==> config.mk <==
export PLATFORM = sky130hd
export DESIGN_NAME = seg7_frame_decoder
export DESIGN_NICKNAME = d
export VERILOG_FILES = /design/src/rtl/seg7_frame_decoder.sv
export SDC_FILE = /design/constraint.sdc
export NUM_CORES = 1
export LEC_CHECK = 0
export ABC_AREA = 1
export CAP_MARGIN = 20
export CELL_PAD_IN_SITES_DETAIL_PLACEMENT = 0
export CELL_PAD_IN_SITES_GLOBAL_PLACEMENT = 1
export CORE_AREA = 2 2 105 107
export CTS_BUF_LIST = sky130_fd_sc_hd__clkbuf_8
export DETAILED_ROUTE_END_ITERATION = 12
export DIE_AREA = 0 0 107 109
export PLACE_DENSITY_LB_ADDON = 0.1
export REMOVE_ABC_BUFFERS = 1
export SLEW_MARGIN = 10
export SYNTH_ARGS = -nofsm -noshare
export SYNTH_HDL_FRONTEND = slang
export SYNTH_SLANG_ARGS = --single-unit
==> constraint.sdc <==
create_clock -name clk -period 5.56 [get_ports clk]
set_input_delay 1.112 -clock clk [delete_from_list [all_inputs] [get_ports clk]]
set_output_delay 1.112 -clock clk [all_outputs]
set_load 0.02 [all_outputs]
==> src/rtl/seg7_frame_decoder.sv <==
// Assembles eight active-low 7-segment digits into a 32-bit word, one frame at a time.
// Optional partial-frame idle timeout is compiled in with macro SEG7_DECODER_TIMEOUT_EN.
module seg7_frame_decoder #(
  parameter int unsigned TIMEOUT_CYCLES = 1024
) (
  input  logic        clk,
  input  logic        reset,
  input  logic        segValid,
  input  logic [2:0]  segIndex,
  input  logic [6:0]  segPattern,
  output logic        segReady,
  output logic [31:0] dataOut,
  output logic        dataValid,
  output logic        frameError,
  output logic [7:0]  digitMask,
  output logic        timeoutPulse
);

  localparam int unsigned DIGITS = 8;
  localparam int unsigned NIB_W  = 4;
  localparam int unsigned WORD_W = DIGITS * NIB_W;
  localparam int unsigned SEG_W  = 7;

  typedef enum logic [1:0] {
    S_IDLE    = 2'd0,
    S_COLLECT = 2'd1,
    S_DONE    = 2'd2
  } state_e;

  state_e              state_q, state_d;
  logic [DIGITS-1:0]   mask_q, mask_d;
  logic [WORD_W-1:0]   asm_q, asm_d;
  logic                err_q, err_d;
  logic [WORD_W-1:0]   data_q, data_d;
  logic                valid_q, valid_d;
  logic                ferr_q, ferr_d;
  logic                tpulse_q, tpulse_d;
  logic                ready_q, ready_d;

  logic                transfer;
  logic                timeout_hit;
  logic [NIB_W:0]      dec;
  logic [NIB_W-1:0]    nib;
  logic                pat_ok;
  logic [WORD_W-1:0]   asm_wr;
  logic [DIGITS-1:0]   mask_wr;
  logic                err_wr;

  // Returns {valid, nibble}; unknown patterns decode to nibble 0 with valid cleared.
  function automatic logic [NIB_W:0] seg_decode(input logic [SEG_W-1:0] pat);
    case (pat)
      7'h40:   seg_decode = 5'h10;
      7'h79:   seg_decode = 5'h11;
      7'h24:   seg_decode = 5'h12;
      7'h30:   seg_decode = 5'h13;
      7'h19:   seg_decode = 5'h14;
      7'h12:   seg_decode = 5'h15;
      7'h02:   seg_decode = 5'h16;
      7'h78:   seg_decode = 5'h17;
      7'h00:   seg_decode = 5'h18;
      7'h10:   seg_decode = 5'h19;
      7'h08:   seg_decode = 5'h1A;
      7'h03:   seg_decode = 5'h1B;
      7'h46:   seg_decode = 5'h1C;
      7'h21:   seg_decode = 5'h1D;
      7'h06:   seg_decode = 5'h1E;
      7'h0E:   seg_decode = 5'h1F;
      default: seg_decode = 5'h00;
    endcase
  endfunction

  assign transfer = segValid & ready_q;
  assign dec      = seg_decode(segPattern);
  assign nib      = dec[NIB_W-1:0];
  assign pat_ok   = dec[NIB_W];
  assign mask_wr  = mask_q | (DIGITS'(1) << segIndex);
  assign err_wr   = err_q | ~pat_ok;

  // Frame contents as they would look after accepting the presented digit.
  always_comb begin : asm_write
    asm_wr = asm_q;
    asm_wr[{segIndex, 2'b00} +: NIB_W] = nib;
  end

`ifdef SEG7_DECODER_TIMEOUT_EN
  localparam int unsigned CNT_W = (TIMEOUT_CYCLES > 1) ? $clog2(TIMEOUT_CYCLES) : 1;

  logic [CNT_W-1:0] cnt_q, cnt_d;

  assign timeout_hit = (state_q == S_COLLECT) && !transfer &&
                       (cnt_q == CNT_W'(TIMEOUT_CYCLES - 1));

  // Idle-gap counter: only runs inside a partial frame, restarts on every accepted digit.
  always_comb begin : cnt_next
    cnt_d = '0;
    if ((state_q == S_COLLECT) && !transfer && !timeout_hit) begin
      cnt_d = cnt_q + CNT_W'(1);
    end
  end

  always_ff @(posedge clk or posedge reset) begin : cnt_reg
    if (reset) begin
      cnt_q <= '0;
    end else begin
      cnt_q <= cnt_d;
    end
  end
`else
  logic unused_timeout_cfg;

  assign timeout_hit        = 1'b0;
  assign unused_timeout_cfg = ^32'(TIMEOUT_CYCLES);
`endif

  // Frame FSM: next state, frame storage and result strobes.
  always_comb begin : fsm_next
    state_d  = state_q;
    mask_d   = mask_q;
    asm_d    = asm_q;
    err_d    = err_q;
    data_d   = data_q;
    valid_d  = 1'b0;
    ferr_d   = 1'b0;
    tpulse_d = 1'b0;
    case (state_q)
      S_IDLE: begin
        if (transfer) begin
          asm_d   = asm_wr;
          mask_d  = mask_wr;
          err_d   = err_wr;
          state_d = S_COLLECT;
        end
      end
      S_COLLECT: begin
        if (transfer) begin
          asm_d  = asm_wr;
          mask_d = mask_wr;
          err_d  = err_wr;
          if (mask_wr == {DIGITS{1'b1}}) begin
            state_d = S_DONE;
            data_d  = asm_wr;
            valid_d = 1'b1;
            ferr_d  = err_wr;
          end
        end else if (timeout_hit) begin
          state_d  = S_IDLE;
          mask_d   = '0;
          asm_d    = '0;
          err_d    = 1'b0;
          tpulse_d = 1'b1;
        end
      end
      S_DONE: begin
        state_d = S_IDLE;
        mask_d  = '0;
        asm_d   = '0;
        err_d   = 1'b0;
      end
      default: begin
        state_d = S_IDLE;
        mask_d  = '0;
        asm_d   = '0;
        err_d   = 1'b0;
      end
    endcase
  end

  // Ready is registered alongside the state so it is low for exactly the DONE cycle.
  assign ready_d = (state_d != S_DONE);

  always_ff @(posedge clk or posedge reset) begin : fsm_reg
    if (reset) begin
      state_q  <= S_IDLE;
      mask_q   <= '0;
      asm_q    <= '0;
      err_q    <= 1'b0;
      data_q   <= '0;
      valid_q  <= 1'b0;
      ferr_q   <= 1'b0;
      tpulse_q <= 1'b0;
      ready_q  <= 1'b1;
    end else begin
      state_q  <= state_d;
      mask_q   <= mask_d;
      asm_q    <= asm_d;
      err_q    <= err_d;
      data_q   <= data_d;
      valid_q  <= valid_d;
      ferr_q   <= ferr_d;
      tpulse_q <= tpulse_d;
      ready_q  <= ready_d;
    end
  end

  assign segReady     = ready_q;
  assign dataOut      = data_q;
  assign dataValid    = valid_q;
  assign frameError   = ferr_q;
  assign digitMask    = mask_q;
  assign timeoutPulse = tpulse_q;

endmodule

Yosys cells after proc, flatten, opt, wreduce, memory -nomap -nowiden
Cells that the tools add are included. Widths: inputs -> output; s select.

Register bits after elaboration: 78. Latch bits: 0. RAM bits: 0. ROM bits: 0. Bits of input ports: 13. Output and inout port bits: 44. Word-level logic and storage cells: 57. Memories kept: 0.

Add/subtract/negate cells: 1. Multiply operators: 0. Divide/modulo/power cells: 0. Magnitude comparators: 0. Equal/unequal tests: 19. Shift-type cells: 3. Mux-type cells: 18. Bitwise gates (word level): 4. Reduce and logical (&&, ||, !) cells: 4.

Operators by type and width (number): $pmux 5 s16 (1); $mux 32 (2); $bwmux 32 (1); $shift 4x7->32 const A (1); $shiftx 4x7->32 (1); $eq 7x7->1 const B (4); $eq 7x5->1 const B (3); $eq 7x6->1 const B (3); $mux 8 (2); $eq 7x2->1 const B (2); $eq 7x4->1 const B (2); $eq 8x8->1 const B (1); $mux 1 (8); $or 8x8->8 (1); $shl 1x3->8 const A (1); $eq 7x3->1 const B (1); $logic_not 7->1 (1); $neg 5->7 (1); $mux 2 (3); $pmux 2 s2 (1); $reduce_and 3->1 (1); $eq 2x1->1 const B (1); $logic_not 2->1 (1); $ne 2x1->1 const B (1); other kinds (5) (5).

Longest topological paths before layout
Gate-level depths: netlist of the first run.

Word-level depth: 7. Mapped depth: 13. Mapped depth without buffers: 12.

Worst setup path after synthesis of the first run
No wires, ideal clock.

Path kind: input -> register. Start point: in segIndex[0]. End point: reg asm_q[0]. Setup time: 66 ps. Arrival: 2500 ps. Required time: 5494 ps. Setup slack: 2994 ps. Cell stages on the path: 8. Buffers on the path: 0. Cells stage by stage: inv_1 > ha_1 > ha_1 > nor4_2 > inv_1 > nand2_1 > nand3_1 > nand2_1.

Longest elaborated chain between the ends: 5. Elaborated cells on any way between the ends: 6. Classes of those cells: 1 x add/sub; 2 x shift; 3 x mux.

RTL lines: start, declared (RTL line 9) `input logic [2:0] segIndex,`; $neg 5->7 (*) (RTL line 82) `asm_wr[{segIndex, 2'b00} +: NIB_W] = nib;`; $shiftx 4x7->32 or $shift 4x7->32 (tied branches) (RTL line 82); $bwmux 32 (*) (RTL line 82); $mux 32 (*) (RTL line 127, 135); $mux 32 (*); end signal, assigned (RTL line 185) `asm_q <= asm_d;`; end, declared (RTL line 32) `logic [WORD_W-1:0] asm_q, asm_d;`.

Every way passes the cells marked *; elsewhere a longest branch is shown, timed or not. The select of a mux whose other input is x is not followed. A chain may end at the register's enable or synchronous reset.

Final worst setup path of the first run
Start point: in segIndex[0]. End point: reg data_q[4] (netlist: dataOut[4]).

Longest elaborated chain between the ends: 4. Elaborated cells on any way between the ends: 8. Classes of those cells: 1 x add/sub; 1 x eq/ne; 3 x shift; 1 x mux; 1 x bitwise; 1 x reduce/logical.

RTL lines: branches (longest 4 deep; another with $neg 5->7); end signal, assigned (RTL line 187) `data_q <= data_d;`; end, declared (RTL line 34) `logic [WORD_W-1:0] data_q, data_d;`.

Several ways; the timed one is not identified.

==> results of run 1 <==
[worst paths after layout]
check,end,slack (ns),depth (start not counted)
hold / removal,asm_q[11],0.48,2
setup reg to reg,dataOut[4],3.28,9
hold reg to reg,asm_q[11],0.48,2
setup / recovery,dataOut[4],2.11,13
min in group asynchronous,dataOut[1],1.22,2
max in group asynchronous,asm_q[1],3.30,3
[routing by layer]
layer,part of all wire,global-route usage,vias to the layer above
met1,0.49,0.249,1649
met5,0,0,-
met3,0.034,0.0353,14
met4,0.018,0.0733,0
met2,0.46,0.299,73
li1,-,-,1796
[critical path, cell delays in order]
cell and delay [ns]:
clkdlybuf4s50_1 0.49, inv_1 0.16, ha_1 0.20, ha_1 0.18
inv_1 0.08, nand2_1 0.09, nand3_1 0.09, nor2_2 0.12
nand2_2 0.11, nor2_8 0.43, inv_2 0.40, nand2_1 0.15
nand2_1 0.06
[flip-flops by register name (all words and copies together) (netlist names)]
register    flops
asm_q          32
dataOut        32
digitMask       8
state_q         2
dataValid       1
err_q           1
frameError      1
segReady        1
[cell families (layout without fill, tap and decap cells)]
| kind of cell | Yosys count | count (layout) |
|---|---|---|
| adders and majority gates | 6 | 6 |
| buffers and inverters | 58 | 116 |
| DFF | 78 | 78 |
| and+or+nand+nor | 371 | 371 |
| other | 1 | 1 |
| AOI/OAI and AO/OA | 14 | 14 |
[power by group through the flow]
stage / clock network (mW) / registers, mW / logic (mW)
finish: 0.403 / 0.881 / 0.844
detailed placement: 0 / 0.891 / 0.851
global route: 0.442 / 0.909 / 0.937
floorplan: 0 / 1.02 / 0.374
global placement: 0 / 0.885 / 0.836
CTS: 0.418 / 0.883 / 0.854
[cell type report]
cell class,instances,area (sq um)
multi-input cells,392,1920
flip-flops and latches,78,1950
clock inverters,4,21.3
clock buffers,12,165
repair buffers,57,566
well taps,140,175
fillers,1049,5640
inverters,43,161
[placed cells by master, fill, tap and decap left out]
cell,count
nor2_4,5
nor2_2,7
nand4_1,2
nor2_8,1
clkinv_2,2
clkinvlp_4,1
o21ai_2,1
ha_1,6
dfstp_2,1
nand2_1,183
buf_4,2
nand3_2,11
dfrtp_1,77
o22ai_1,7
a21oi_1,3
nor3_2,1
conb_1,1
nand3_1,98
nor2_1,31
inv_2,8
a21oi_2,1
nand2_2,3
clkbuf_8,12
inv_1,36
nor4_2,1
clkdlybuf4s50_1,55
or2_2,28
o21ai_0,2
==> load_flow_metrics.sql, run 1 <==
INSERT INTO impl_metrics (metric_group, metric, value, unit) VALUES
('timing', 'maxClockFrequency', '290', 'MHz'),
('yosys', 'async_flop_share', '1.00', ''),
('detailed_routing', 'detail_route.first_pass.iterations', '4', ''),
('timing', 'timing.final.setup_violations', '0', ''),
('clock_tree', 'cts.root.buffer_cell', 'clkbuf_8', ''),
('floorplan', 'fp.dieH', '109', 'um'),
('clock_tree', 'tritoncts.num_buffers', '9', ''),
('clock_tree', 'clock_sink_count', '78', ''),
('worst_hold_path', 'min-delay-start', 'asm_q[11]', ''),
('detailed_routing', 'route.antenna.remaining_nets', '0', ''),
('floorplan', 'io-pin-count', '57', ''),
('power', 'total_power_draw', '2.13', 'mW'),
('floorplan', 'floorplan.rows', '38', ''),
('yosys', 'yosys_register_bits', '78', ''),
('placed_design', 'routabilityCongestion', '0.800', ''),
('yosys', 'leading_cell_type_by_number_of_instances_after_synthesis', 'nand2_1', ''),
('yosys', 'synth_area_per_cell', '7.79', 'sq um'),
('run_status', 'status', 'finished, final reports clean', ''),
('detailed_routing', 'drt-vias-per-instance', '4.87', ''),
('power', 'p_leak', '2.59', 'nW'),
('global_routing', 'grt_overflow', '0', ''),
('yosys', 'synth.top_cell.area_share', '0.468', ''),
('placed_design', 'pre_cts_slack', '1.70', 'ns'),
('timing', 'layout_setup_ws', '2.11', 'ns'),
('detailed_routing', 'dr_total_vias', '3532', ''),
('yosys', 'synth_seq_area_share', '0.475', ''),
('final_layout', 'finalNetCount', '600', ''),
('placed_design', 'io_buffers', '55', ''),
('run', 'cap_violations', '0', ''),
('yosys', 'postSynthCellCount', '528', ''),
('yosys', 'yosysTopAreaCell', 'dfrtp_1', ''),
('clock_tree', 'clk_pin_slew_worst_paths', '0.08', 'ns'),
('setup_path', 'critical_path_arrival', '3.69', 'ns'),
('yosys', 'synth_ff_type', 'dfrtp_1', ''),
('placed_design', 'dpl.cell_count', '710', ''),
('yosys', 'ys_types', '27', ''),
('setup_path', 'timing.critical_path.from', 'segIndex[0]', ''),
('timing', 'tightest_slew', '0.856', 'ns'),
('power', 'cellPowerDensity', '429', 'nW/um^2'),
('detailed_routing', 'drt_first_iter_violations', '155', ''),
('power', 'peakVddDrop', '177', 'uV'),
('yosys', 'top_cells_by_instance_count_after_synthesis', '183 x nand2_1, 98 x nand3_1, 77 x dfrtp_1', ''),
('yosys', 'synthXorXnorAreaFrac', '0', ''),
('worst_hold_path', 'hold_class', 'register to register', ''),
('final_layout', 'drive_above_1_share', '0.145', ''),
('timing', 'finalSetupTns', '0', 'ns'),
('final_layout', 'fin_cells', '726', ''),
('power', 'power_report.internal_total', '1.36', 'mW'),
('clock_tree', 'clock_tree.buffer_depth', '2', ''),
('timing', 'fin_worst_hold_slack', '0.479', 'ns'),
('yosys', 'synth_enable_flop_cells', '0', ''),
('yosys', 'synthMuxAreaShare', '0', ''),
('floorplan', 'width_of_the_die', '107', 'um'),
('final_layout', 'final_cell_area', '4960', 'sq um'),
('detailed_routing', 'drt-total-wl', '9960', 'um'),
('yosys', 'synth_top_family_by_area', 'simple AND/OR/NAND/NOR gates', ''),
('clock_tree', 'postCtsSetupRepairBufs', '0', ''),
('floorplan', 'core', '10600', 'sq um'),
('yosys', 'arithmetic_cell_share_of_the_synthesized_area_counting_full_adders_half_adders_and_majority_gates', '0.0182', ''),
('yosys', 'synth.top_cells.by_area', 'dfrtp_1 47%, nand2_1 17%, nand3_1 12%', ''),
('global_routing', 'grt_pass1_wl', '16800', 'um'),
('setup_path', 'maximum_net_fanout_on_the_critical_path', '34', ''),
('setup_path', 'worstSetupEndpointType', 'register', ''),
('timing', 'min_period_over_period', '0.620', ''),
('clock_tree', 'worstSkewPairLatency', '0.35', 'ns'),
('setup_path', 'timing_worst_setup_path_type', 'primary input to register', ''),
('timing', 'timing_max_transition_violations_final', '0', ''),
('floorplan', 'die_area', '11700', 'sq um'),
('global_routing', 'grt_start_max_net_pins', '43', ''),
('setup_path', 'reg2reg_from', 'segReady', ''),
('power', 'power.switching', '771', 'uW');
Power figures use the tool's default switching activity.
==> run 2, diff against run 1 <==
==> constraint.sdc (replaced) <==
create_clock -name clk -period 3.5 [get_ports clk]
set_input_delay 0.7 -clock clk [delete_from_list [all_inputs] [get_ports clk]]
set_output_delay 0.7 -clock clk [all_outputs]
set_load 0.02 [all_outputs]
==> run 2 against run 1 <==
Against the previous run: via count increased by 0.65%; clock skew increased by 0.0012 ns; die area unchanged; sequential power increased by 59%; clock-buffer cell count decreased by 3; sequential share of layout area decreased by 0.35 points; non-clock buffer count increased by 4; worst setup slack got worse by 1.3 ns; wire length increased by 2.9%; cell count increased by 0.55%; combinational power increased by 60%; largest power group unchanged; highest routed layer unchanged.
==> load_flow_metrics.sql, run 2 (same netlist as run 1, synthesis figures left out) <==
INSERT INTO impl_metrics (metric_group, metric, value, unit) VALUES
('timing', 'maxClockFrequency', '366', 'MHz'),
('setup_path', 'critical_path_arrival', '3.02', 'ns'),
('floorplan', 'io-pin-count', '57', ''),
('timing', 'finalSetupTns', '0', 'ns'),
('global_routing', 'antenna_found_initial', '0', ''),
('worst_hold_path', 'hold_class', 'register to register', ''),
('power', 'cellPowerDensity', '682', 'nW/um^2'),
('final_layout', 'fill_cells', '1067', ''),
('final_layout', 'drive_above_1_share', '0.149', ''),
('floorplan', 'floorplan.rows', '38', ''),
('global_routing', 'grt_start_max_net_pins', '48', ''),
('placed_design', 'pre_cts_slack', '0.378', 'ns'),
('detailed_routing', 'drt_first_iter_violations', '238', ''),
('detailed_routing', 'drc', '0', ''),
('timing', 'final_hold_viol_count', '0', ''),
('detailed_routing', 'dr_total_vias', '3555', ''),
('clock_tree', 'hold_buffers', '0', ''),
('final_layout', 'final_cell_mix', '183 x nand2_1, 98 x nand3_1, 77 x dfrtp_1', ''),
('floorplan', 'core', '10600', 'sq um'),
('placed_design', 'io_buffers', '55', ''),
('clock_tree', 'postCtsResizedCells', '0', ''),
('timing', 'timing.final.setup_violations', '0', ''),
('timing', 'slew_headroom', '0.531', ''),
('power', 'p_leak', '2.62', 'nW'),
('clock_tree', 'cts.htree.levels', '3', ''),
('clock_tree', 'worstSkewPairLatency', '0.36', 'ns'),
('placed_design', 'routabilityCongestion', '0.833', ''),
('detailed_routing', 'detail_route.first_pass.iterations', '4', ''),
('setup_path', 'worstSetupEndpointType', 'register', ''),
('clock_tree', 'cts.root.buffer_cell', 'clkbuf_8', ''),
('setup_path', 'cell_type_of_the_slowest_stage_on_the_worst_timing_path', 'clkdlybuf4s50_1', ''),
('detailed_routing', 'route.antenna.remaining_nets', '0', ''),
('setup_path', 'critical_path.top_delay_family', 'buffers and inverters', ''),
('timing', 'layout_setup_ws', '0.771', 'ns'),
('timing', 'clock_skew_after_layout', '0.0161', 'ns'),
('clock_tree', 'clk_pin_slew_worst_paths', '0.08', 'ns'),
('floorplan', 'fp.dieH', '109', 'um'),
('clock_tree', 'tritoncts.num_buffers', '9', ''),
('final_layout', 'insertedDiodeCount', '0', ''),
('clock_tree', 'postCtsSetupRepairBufs', '0', ''),
('detailed_routing', 'drt-total-wl', '10200', 'um'),
('global_routing', 'track_usage', '0.192', ''),
('timing', 'tightest_slew', '0.702', 'ns'),
('global_routing', 'first_global_vias', '3539', ''),
('clock_tree', 'clock_tree.buffer_depth', '2', ''),
('placed_design', 'placement.cell_area', '4820', 'sq um'),
('clock_tree', 'clock_sink_count', '78', ''),
('clock_tree', 'tritoncts', 'yes', ''),
('setup_path', 'path_buf_inv', '4', ''),
('power', 'total_power_draw', '3.41', 'mW'),
('placed_design', 'half_perimeter_wire_length_after_placement', '6780', 'um'),
('setup_path', 'start_kind', 'primary input', ''),
('timing', 'final_period_minus_worst_setup_slack', '2.73', 'ns'),
('timing', 'min_period_over_period', '0.780', ''),
('setup_path', 'required_arrival_time_at_the_worst_endpoint', '3.79', 'ns'),
('run_status', 'status', 'finished, final reports clean', ''),
('timing', 'fin_worst_hold_slack', '0.475', 'ns'),
('timing', 'timing_max_transition_violations_final', '0', ''),
('run', 'cap_violations', '0', ''),
('setup_path', 'cp_slowest_stage_delay', '0.50', 'ns'),
('global_routing', 'grt_overflow', '0', ''),
('global_routing', 'grt_pass1_wl', '17400', 'um'),
('setup_path', 'timing_worst_setup_path_type', 'primary input to register', ''),
('floorplan', 'die_area', '11700', 'sq um'),
('setup_path', 'maximum_net_fanout_on_the_critical_path', '33', ''),
('setup_path', 'worst_path_cell_trace', 'clkdlybuf4s50_1 -> inv_1 -> ha_1 -> ha_1 -> inv_1 -> nand2_1 -> nand3_1 -> nor2_2 -> nand2_2 -> nor2_8 -> buf_4 -> nand3_1 -> nand2_1', ''),
('floorplan', 'width_of_the_die', '107', 'um'),
('floorplan', 'initial_core_util', '0.388', ''),
('final_layout', 'layout.cells.most_common', 'nand2_1', ''),
('detailed_routing', 'drt-vias-per-instance', '4.87', ''),
('timing', 'rsz_0062_raised_after_global_routing', 'no', ''),
('final_layout', 'areaGrowthSynthToFinish', '21.6', '%'),
('power', 'peakVddDrop', '249', 'uV'),
('final_layout', 'final_cell_area', '5000', 'sq um'),
('detailed_routing', 'drt-wirelength-per-cell', '14.0', 'um'),
('final_layout', 'finalNetCount', '604', '');
-- run 2: cell types whose count changed in the layout (fill, tap and decap cells not counted), moves of 2 or more --
cell | before | now
buf_12 | 0 | 2
clkbuf_8 | 12 | 9
buf_4 | 2 | 4
clkinv_2 | 2 | 4
-- run 2: final cells by class --
class | count | area [sq um] | share of cell area
Clock buffer | 9 | 124 | 0.0248
Clock inverter | 7 | 57.6 | 0.0115
Inverter | 43 | 161 | 0.0323
Multi-Input combinational cell | 392 | 1910 | 0.382
Sequential cell | 78 | 1950 | 0.390
Tap cell | 140 | 175 | 0.0350
Timing Repair Buffer | 61 | 621 | 0.124
-- run 2: routing by layer --
layer | vias up | global-route usage | part of all wire
li1 | 1796 | - | -
met4 | 0 | 0.0501 | 0.011
met3 | 10 | 0.0353 | 0.029
met5 | - | 0 | 0
met2 | 65 | 0.318 | 0.48
met1 | 1684 | 0.259 | 0.48
-- run 2: through the flow --
step                 util  cells
floorplan               -    513
global placement    0.455    714
detailed placement  0.455    714
CTS                 0.472    730
global route        0.472    730
finish              0.472    730
-- run 2: final timing paths --
kind | start | to | slack [ns] | depth (start not counted)
min | asm_q[30] | asm_q[30] | 0.48 | 2
min in group asynchronous | reset | dataOut[0] | 0.77 | 2
max | segIndex[0] | dataOut[16] | 0.77 | 13
max reg2reg | segReady | dataOut[16] | 1.61 | 9
min reg2reg | asm_q[30] | asm_q[30] | 0.48 | 2
max in group asynchronous | reset | segReady | 1.96 | 3
-- run 2: tightest hold or removal path, cell delays in order, from the launching register on --
cell and delay [ns]:
dfrtp_1 0.34, nand2_1 0.05, nand2_1 0.05
-- run 2: report_power, final --
group          internal, mW  total, mW  switching [mW]
Sequential             1.23       1.40           0.171
Combinational         0.623       1.35           0.729
Clock                 0.320      0.658           0.338
Total                  2.17       3.41            1.24
==> run 3, diff against run 2 <==
--- a/config.mk
+++ b/config.mk
@@ -9,10 +9,10 @@
 export CAP_MARGIN = 20
 export CELL_PAD_IN_SITES_DETAIL_PLACEMENT = 0
 export CELL_PAD_IN_SITES_GLOBAL_PLACEMENT = 1
-export CORE_AREA = 2 2 105 107
+export CORE_AREA = 2 2 108 110
 export CTS_BUF_LIST = sky130_fd_sc_hd__clkbuf_8
 export DETAILED_ROUTE_END_ITERATION = 12
-export DIE_AREA = 0 0 107 109
+export DIE_AREA = 0 0 110 112
 export PLACE_DENSITY_LB_ADDON = 0.1
 export REMOVE_ABC_BUFFERS = 1
 export SLEW_MARGIN = 10
==> constraint.sdc (replaced) <==
create_clock -name clk -period 2.4 [get_ports clk]
set_input_delay 0.48 -clock clk [delete_from_list [all_inputs] [get_ports clk]]
set_output_delay 0.48 -clock clk [all_outputs]
set_load 0.02 [all_outputs]
==> run 3 against run 2 <==
Against the previous run: sequential share of layout area fell by 2.1 points; wire length rose by 4.5%; flip-flop and latch count did not move; global-route usage fell by 0.42 points; total power rose by 50%; sequential power rose by 46%; worst hold slack got worse by 0.0016 ns; clock power rose by 53%; clock skew fell by 0.0048 ns; critical path depth fell by 3; final area rose by 5.8%; register-to-register slack got worse by 0.91 ns; critical path type unchanged; critical endpoint is now dataOut[12]; largest cell class unchanged.
==> load_flow_metrics.sql, run 3 (same netlist as run 1, synthesis figures left out) <==
INSERT INTO impl_metrics (metric_group, metric, value, unit) VALUES
('run_status', 'status', 'finished, final reports clean', ''),
('clock_tree', 'tritoncts', 'yes', ''),
('floorplan', 'core', '11200', 'sq um'),
('setup_path', 'worst_reg2reg_endpoint', 'dataOut[5]', ''),
('final_layout', 'drive_above_1_share', '0.187', ''),
('setup_path', 'required_arrival_time_at_the_worst_endpoint', '2.65', 'ns'),
('global_routing', 'antenna_found_initial', '0', ''),
('detailed_routing', 'drt-wirelength-per-cell', '14.1', 'um'),
('detailed_routing', 'drt_first_iter_violations', '170', ''),
('final_layout', 'finalNetCount', '630', ''),
('final_layout', 'areaGrowthSynthToFinish', '28.7', '%'),
('worst_hold_path', 'hold_class', 'register to register', ''),
('power', 'total_power_draw', '5.11', 'mW'),
('clock_tree', 'tritoncts.num_buffers', '9', ''),
('final_layout', 'final_cell_mix', '183 x nand2_1, 98 x nand3_1, 77 x dfrtp_1', ''),
('setup_path', 'critical_path_arrival', '2.41', 'ns'),
('timing', 'rsz_0062_raised_after_global_routing', 'no', ''),
('clock_tree', 'clock_tree.buffer_depth', '2', ''),
('clock_tree', 'cts.root.buffer_cell', 'clkbuf_8', ''),
('timing', 'final_period_minus_worst_setup_slack', '2.16', 'ns'),
('worst_hold_path', 'hold_depth', '2', ''),
('clock_tree', 'cts.htree.levels', '3', ''),
('clock_tree', 'hold_buffers', '0', ''),
('timing', 'slew_headroom', '0.625', ''),
('timing', 'tightest_slew', '0.562', 'ns'),
('setup_path', 'timing_worst_setup_path_type', 'primary input to register', ''),
('floorplan', 'die_area', '12300', 'sq um'),
('clock_tree', 'postCtsSetupRepairBufs', '0', ''),
('final_layout', 'layout.cells.most_common', 'nand2_1', ''),
('floorplan', 'initial_core_util', '0.368', ''),
('placed_design', 'io_buffers', '55', ''),
('setup_path', 'reg2reg_from', 'segReady', ''),
('detailed_routing', 'dr_total_vias', '3662', ''),
('final_layout', 'insertedDiodeCount', '0', ''),
('global_routing', 'first_global_vias', '3599', ''),
('global_routing', 'grt_pass1_wl', '17800', 'um'),
('detailed_routing', 'detail_route.first_pass.iterations', '4', ''),
('timing', 'maxClockFrequency', '463', 'MHz'),
('setup_path', 'start_kind', 'primary input', ''),
('timing', 'final_hold_viol_count', '0', ''),
('setup_path', 'maximum_net_fanout_on_the_critical_path', '8', ''),
('setup_path', 'worstSetupEndpointType', 'register', ''),
('setup_path', 'register_to_register_path_depth', '10', ''),
('floorplan', 'fp.dieH', '112', 'um'),
('run', 'cap_violations', '0', ''),
('placed_design', 'pre_cts_slack', '-0.117', 'ns'),
('global_routing', 'groute.layer.met2.usage', '0.300', ''),
('global_routing', 'gr-max-usage-layer', 'met2', ''),
('detailed_routing', 'drc', '0', ''),
('timing', 'timing_max_transition_violations_final', '0', ''),
('clock_tree', 'clk_pin_slew_worst_paths', '0.08', 'ns'),
('worst_hold_path', 'min-delay-start', 'asm_q[18]', ''),
('clock_tree', 'worstSkewPairLatency', '0.35', 'ns'),
('timing', 'clock_skew_after_layout', '0.0113', 'ns'),
('floorplan', 'floorplan.rows', '39', ''),
('final_layout', 'multiInputGateArea', '1910', 'sq um'),
('final_layout', 'fill_cells', '1134', ''),
('global_routing', 'grt_use_met3', '0.0351', ''),
('power', 'peakVddDrop', '422', 'uV'),
('timing', 'layout_setup_ws', '0.240', 'ns'),
('placed_design', 'half_perimeter_wire_length_after_placement', '7250', 'um'),
('global_routing', 'grt_start_max_net_pins', '79', ''),
('final_layout', 'sequential_cell_area', '1950', 'sq um'),
('global_routing', 'track_usage', '0.187', ''),
('timing', 'timing.final.setup_violations', '0', ''),
('clock_tree', 'postCtsResizedCells', '0', ''),
('power', 'cellPowerDensity', '964', 'nW/um^2'),
('setup_path', 'ff2ff_setup_slack', '0.70', 'ns'),
('placed_design', 'routabilityCongestion', '0.860', ''),
('detailed_routing', 'drt-vias-per-instance', '4.82', ''),
('power', 'p_leak', '2.78', 'nW'),
('floorplan', 'width_of_the_die', '110', 'um'),
('floorplan', 'io-pin-count', '57', ''),
('detailed_routing', 'route.antenna.remaining_nets', '0', ''),
('timing', 'min_period_over_period', '0.900', ''),
('global_routing', 'groute.layer.met1.usage', '0.257', ''),
('detailed_routing', 'drt-total-wl', '10700', 'um'),
('worst_hold_path', 'holdPathEnd', 'asm_q[18]', ''),
('global_routing', 'grt_overflow', '0', ''),
('clock_tree', 'clock_sink_count', '78', '');
==> run 3: cell types whose count changed in the layout (fill, tap and decap cells not counted) <==
cell        before  now
buf_12           2    8
buf_4            4   24
clkbuf_8         9   10
clkinv_2         4    2
clkinvlp_4       0    1
inv_1           37   36
inv_6            0    1
==> run 3: worst max path at each step <==
stage,from,endpoint,slack (ns),depth (start not counted)
floorplan,reset,asm_q[0],-0.07,1
global placement,segIndex[0],dataOut[1],-0.12,10
detailed placement,segIndex[0],dataOut[11],-0.12,10
CTS,segIndex[0],dataOut[11],0.26,10
global route,segIndex[1],dataOut[18],0.09,15
finish,segIndex[1],dataOut[12],0.24,10
==> run 3: worst max-delay path, cell delays in order <==
cell             delay [ns]
clkdlybuf4s50_1        0.50
inv_1                  0.07
ha_1                   0.20
ha_1                   0.38
inv_1                  0.11
nor2_1                 0.05
buf_4                  0.15
or2_2                  0.29
nand3_1                0.12
nand2_1                0.06
==> run 3: layer usage <==
| metal | vias to the layer above | part of all wire |
|---|---|---|
| met1 | 1742 | 0.47 |
| li1 | 1844 | - |
| met3 | 7 | 0.043 |
| met2 | 69 | 0.48 |
| met4 | 0 | 0.0099 |
| met5 | - | 0 |
==> run 3: where the power goes <==
part           internal, mW  switching, mW  total [mW]
combinational         0.958           1.08        2.04
clock                 0.506          0.508        1.01
sequential             1.79          0.261        2.05
total                  3.26           1.85        5.11
==> run 3: per-stage QoR <==
stage	utilization	setup TNS [ns]	cells	instance area (sq um)	hold slack, ns
floorplan	-	-5.65	513	4030	0.442
global placement	0.456	-4.41	743	5100	0.453
detailed placement	0.456	-4.80	743	5100	0.459
CTS	0.474	0	759	5300	0.479
global route	0.474	0	759	5300	0.499
finish	0.474	0	759	5300	0.474
==> run 3: cell type report <==
cell class | instances | area share
clock buffer | 10 | 0.0260
clock inverter | 6 | 0.0113
inverter | 43 | 0.0305
multi-input combinational | 392 | 0.361
sequential | 78 | 0.369
tap | 143 | 0.0338
timing repair buffer | 87 | 0.168
